$ cat src/rtl/booth_pkg.sv
// Shared types and constants for the Booth multiplier controller.
// Used by booth_cnt and booth_ctrl.
package booth_pkg;

  localparam int BOOTH_ITER = 8;
  localparam int CNT_W      = 3;

  // The final iteration index, at which SHIFT leaves the loop instead of wrapping.
  localparam logic [CNT_W-1:0] CNT_LAST = CNT_W'(BOOTH_ITER - 1);

  typedef enum logic [3:0] {
    IDLE   = 4'd0,
    LOAD_M = 4'd1,
    LOAD_Q = 4'd2,
    CHECK  = 4'd3,
    ADD    = 4'd4,
    SUB    = 4'd5,
    SHIFT  = 4'd6,
    OUT_A  = 4'd7,
    OUT_Q  = 4'd8,
    DONE   = 4'd9
  } state_e;

endpackage

$ cat src/rtl/booth_cnt.sv
// Iteration counter for the Booth controller: clear, increment and a last flag.
// The count value is only brought out when BOOTH_CTRL_DBG_EN is defined.
module booth_cnt
  import booth_pkg::*;
(
  input  logic             clk,
  input  logic             rst_b,
  input  logic             clr_i,
  input  logic             inc_i,
`ifdef BOOTH_CTRL_DBG_EN
  output logic [CNT_W-1:0] cnt_o,
`endif
  output logic             last_o
);

  logic [CNT_W-1:0] cnt_q, cnt_d;

  always_comb begin
    cnt_d = cnt_q;
    if (clr_i) begin
      cnt_d = '0;
    end else if (inc_i) begin
      cnt_d = cnt_q + CNT_W'(1);
    end
  end

  always_ff @(posedge clk or negedge rst_b) begin
    if (!rst_b) begin
      cnt_q <= '0;
    end else begin
      cnt_q <= cnt_d;
    end
  end

  assign last_o = (cnt_q == CNT_LAST);

`ifdef BOOTH_CTRL_DBG_EN
  assign cnt_o = cnt_q;
`endif

endmodule

$ cat src/rtl/booth_ctrl.sv
// Moore control FSM sequencing a radix-2 Booth multiplier datapath (8 iterations).
// Defining BOOTH_CTRL_DBG_EN adds the dbg_state and dbg_cnt observation outputs.
module booth_ctrl
  import booth_pkg::*;
(
  input  logic             clk,
  input  logic             rst_b,
  input  logic             start,
  input  logic             q0,
  input  logic             q_m1,
  output logic             c0,
  output logic             c1,
  output logic             c2,
  output logic             c3,
  output logic             c4,
  output logic             c5,
  output logic             c6,
  output logic             c7,
  output logic             busy,
  output logic             done
`ifdef BOOTH_CTRL_DBG_EN
  ,
  output logic [3:0]       dbg_state,
  output logic [CNT_W-1:0] dbg_cnt
`endif
);

  state_e state_q, state_d;
  logic   cnt_clr;
  logic   cnt_inc;
  logic   cnt_last;

`ifdef BOOTH_CTRL_DBG_EN
  logic [CNT_W-1:0] cnt;
`endif

  assign cnt_clr = (state_q == LOAD_Q);
  assign cnt_inc = (state_q == SHIFT) && !cnt_last;

  booth_cnt u_cnt (
    .clk    (clk),
    .rst_b  (rst_b),
    .clr_i  (cnt_clr),
    .inc_i  (cnt_inc),
`ifdef BOOTH_CTRL_DBG_EN
    .cnt_o  (cnt),
`endif
    .last_o (cnt_last)
  );

  always_ff @(posedge clk or negedge rst_b) begin
    if (!rst_b) begin
      state_q <= IDLE;
    end else begin
      state_q <= state_d;
    end
  end

  // Booth recoding of {Q0,Q-1}: 10 subtracts M, 01 adds M, 00/11 only shift.
  always_comb begin
    state_d = state_q;
    case (state_q)
      IDLE:    if (start) state_d = LOAD_M;
      LOAD_M:  state_d = LOAD_Q;
      LOAD_Q:  state_d = CHECK;
      CHECK: begin
        case ({q0, q_m1})
          2'b10:   state_d = SUB;
          2'b01:   state_d = ADD;
          default: state_d = SHIFT;
        endcase
      end
      ADD:     state_d = SHIFT;
      SUB:     state_d = SHIFT;
      SHIFT:   state_d = cnt_last ? OUT_A : CHECK;
      OUT_A:   state_d = OUT_Q;
      OUT_Q:   state_d = DONE;
      DONE:    state_d = IDLE;
      default: state_d = IDLE;
    endcase
  end

  // Outputs depend on the state register alone, so reset clears them without a clock.
  always_comb begin
    c0   = 1'b0;
    c1   = 1'b0;
    c2   = 1'b0;
    c3   = 1'b0;
    c4   = 1'b0;
    c5   = 1'b0;
    c6   = 1'b0;
    c7   = 1'b0;
    done = 1'b0;
    busy = (state_q != IDLE);
    case (state_q)
      LOAD_M: c7 = 1'b1;
      LOAD_Q: begin
        c0 = 1'b1;
        c1 = 1'b1;
      end
      ADD:    c2 = 1'b1;
      SUB: begin
        c2 = 1'b1;
        c3 = 1'b1;
      end
      SHIFT:  c4 = 1'b1;
      OUT_A:  c5 = 1'b1;
      OUT_Q:  c6 = 1'b1;
      DONE:   done = 1'b1;
      default: ;
    endcase
  end

`ifdef BOOTH_CTRL_DBG_EN
  assign dbg_state = state_q;
  assign dbg_cnt   = cnt;
`endif

endmodule

$ cat config.mk
export PLATFORM = sky130hd
export DESIGN_NAME = booth_ctrl
export DESIGN_NICKNAME = d
export VERILOG_FILES = /design/src/rtl/booth_pkg.sv /design/src/rtl/booth_cnt.sv /design/src/rtl/booth_ctrl.sv
export SDC_FILE = /design/constraint.sdc
export NUM_CORES = 1
export LEC_CHECK = 0
export CAP_MARGIN = 10
export CORE_AREA = 2 2 39 41
export CTS_CLUSTER_DIAMETER = 30
export CTS_CLUSTER_SIZE = 30
export DETAILED_ROUTE_END_ITERATION = 10
export DIE_AREA = 0 0 41 43
export MAX_ROUTING_LAYER = met4
export PLACE_DENSITY = 0.59
export SYNTH_ARGS = -nofsm -noshare
export SYNTH_HDL_FRONTEND = slang
export SYNTH_SLANG_ARGS = --single-unit
export TNS_END_PERCENT = 20
$ cat constraint.sdc
create_clock -name clk -period 1.9 [get_ports clk]
set_input_delay 0.38 -clock clk [delete_from_list [all_inputs] [get_ports clk]]
set_output_delay 0.38 -clock clk [all_outputs]
set_load 0.02 [all_outputs]
==> reports/qor.yml <==
synth_most_common_cell: "dfrtp_1"
drt_iter0_drc: 2
drv_cap: 0
grt_use_total_pct: 14.7
final_max_slew_viol_count: 0
fin_worst_skew_ps: 5.29
place_area_um2: 676
dpl.hpwl_um: 792
cts_setup_buffers: 0
worstMarginPinSlew_ps: 327
setup_violations: 0
rsz0062_at_grt: "no"
ios: 15
synth_top_cell_by_area: "dfrtp_1"
drive_above_1_share_pct: 29.3
netlist.area_leader.share_pct: 37.5
drc: 0
fill_cells: 142
synth_ff_type: "dfrtp_1"
clockBufferDepth: 2
first_pass_iters: 2
dp_slack_ps: -82.4
grt_max_degree: 11
post-route-period-util_pct: 97.0
routed_wirelength_um: 1070
power_density_nw_per_um2: 1480
max_freq_mhz: 543
cp.required_ps: 1520
hold_class: "input port to asynchronous set/reset pin"
start_util_pct: 33.7
ir_drop_v: 0.000557
netlist_instances: 51
numCtsBuffers: 3
synth_seq_cells: 7
cp.arrival_ps: 1460
synthArstFlopShare_pct: 100
avgSynthCellArea_um2: 9.15
seq_area_frac_synth_pct: 37.5
die_w_um: 41
design.core.area_um2: 1380
ant_nets: 0
htree_levels: 1
clock_latency_ps: 250
p_leak_nw: 0.361
synth_edf_count: 0
slew_headroom_pct: 78.2
cts_tree: "yes"
path_clk_slew_ps: 60
synth_cell_types: 27
finalHoldViolCount: 0
synthToLayoutAreaGrowth_pct: 46.9
syn_area_um2: 467
cts.sinks: 7
wire_per_inst_um: 11.7
place.port_buffers: 14
synth_nets: 59
die_y_um: 43
diodes: 0
fin_nets: 84
startpoint_type: "flop"
stdcell_area_um2: 686
place.gp.congestion: 0.763
antenna_found_initial: 0
setup_tns_ps: 0
yosys-top-cells-count: "dfrtp_1, nand2_1, inv_1, ha_1, o21ai_0"
period_needed_ps: 1840
rows: 14
ys_warn_count: 0
vias: 443
crit_fanout: 7
avgViaCountPerCell: 4.87
layout_setup_ws_ps: 56.7
crit_type: "flop to output pin"
grt_pass1_wl_um: 1610
grt_pass1_vias: 402
overflow: 0
die_area_um2: 1760
synth_area_leaders: "dfrtp_1, ha_1, nand2_1, o21ai_0, and2b_1"
clockRootBuffer: "clkbuf_4"
status: "finished clean"
cp-end-kind: "output pin"
[registers in the layout, summed over array words and instances, names as in the netlist]
name / flops
state_q: 4
u_cnt.cnt_q: 3
[path summary, 6_finish.rpt]
| check | startpoint | endpoint | slack (ps) | cells past startpoint |
|---|---|---|---|---|
| max in group asynchronous | rst_b | state_q[1] | 1250 | 1 |
| setup / recovery | state_q[0] | busy | 60 | 3 |
| setup reg to reg | state_q[2] | u_cnt.cnt_q[0] | 450 | 6 |
| hold reg to reg | u_cnt.cnt_q[0] | u_cnt.cnt_q[0] | 500 | 1 |
| hold / removal | rst_b | state_q[2] | 390 | 1 |
| min in group clk | u_cnt.cnt_q[0] | u_cnt.cnt_q[0] | 500 | 1 |
[worst max-delay path: stages, from the launching register on]
cell and delay [ps]:
dfrtp_1 370, buf_4 160, or4_1 510, buf_2 170
[cell families (layout without fill, tap and decap cells)]
kind of cell    after synthesis  after routing  synth area share [%]
fa+ha+maj                     3              3                  8.04
simple gates                 24             24                  33.5
compound gates                7              7                  8.31
flops                         7              7                  37.5
mux                           1              1                  2.14
buf+inv                       9             33                  10.5
[repair_timing]
action                                  4_1_cts  5_1_grt
endpoints found under the setup margin       10        7
resized for setup                            21        6
hold buffers                                  0        0
[placed cells by master (no fill, tap or decap)]
cell              n
clkbuf_1          1
clkdlybuf4s15_1   2
buf_2             3
inv_1             4
a21oi_1           1
clkdlybuf4s50_1   4
o21ai_0           3
a311oi_1          1
clkbuf_4          3
buf_4            11
or3_1             1
clkbuf_2          1
dfrtp_2           1
or4b_4            1
or2_1             1
and2b_1           2
nor2b_1           2
o21ai_1           2
and4bb_1          1
nor3b_2           1
and2_1            2
or4_1             1
and3_1            1
nand2b_1          1
mux2i_1           1
ha_1              3
nor4_1            1
nand3b_1          2
clkdlybuf4s15_2   1
dfrtp_1           6
nor3_1            2
dlygate4sd2_1     3
nand2_1           5
[power by group]
part / switching, mW / internal, mW
registers: 0.0479 / 0.210
logic: 0.314 / 0.308
clock network: 0.0559 / 0.0802
[layout make-up]
type / count / area, µm² / area share [%]
well taps: 16 / 20.0 / 2.92
repair buffers: 25 / 200 / 29.2
clock buffers: 4 / 26.3 / 3.83
flip-flops and latches: 7 / 176 / 25.7
inverters: 4 / 15.0 / 2.19
multi-input cells: 35 / 248 / 36.1
[per-stage QoR]
| stage | cells | utilization, % | hold WS [ps] | power (mW) |
|---|---|---|---|---|
| after CTS | 91 | 50.3 | 398 | 1.04 |
| final | 91 | 49.5 | 389 | 1.02 |
| after detailed placement | 87 | 48.8 | 499 | 0.929 |
| after global routing | 91 | 49.5 | 419 | 1.09 |
| after global placement | 87 | 48.8 | 482 | 0.928 |
| after floorplan | 51 | - | 84.4 | 0.636 |
[metal layers]
| metal | global-route usage [%] | vias to the layer above | wire length, µm |
|---|---|---|---|
| met5 | - | - | 0 |
| met4 | 12.0 | 0 | 10 |
| met2 | 20.9 | 13 | 515 |
| met1 | 16.7 | 204 | 466 |
| li1 | - | 224 | - |
| met3 | 3.14 | 2 | 73 |
No activity file was read; power rests on OpenSTA's default activity.
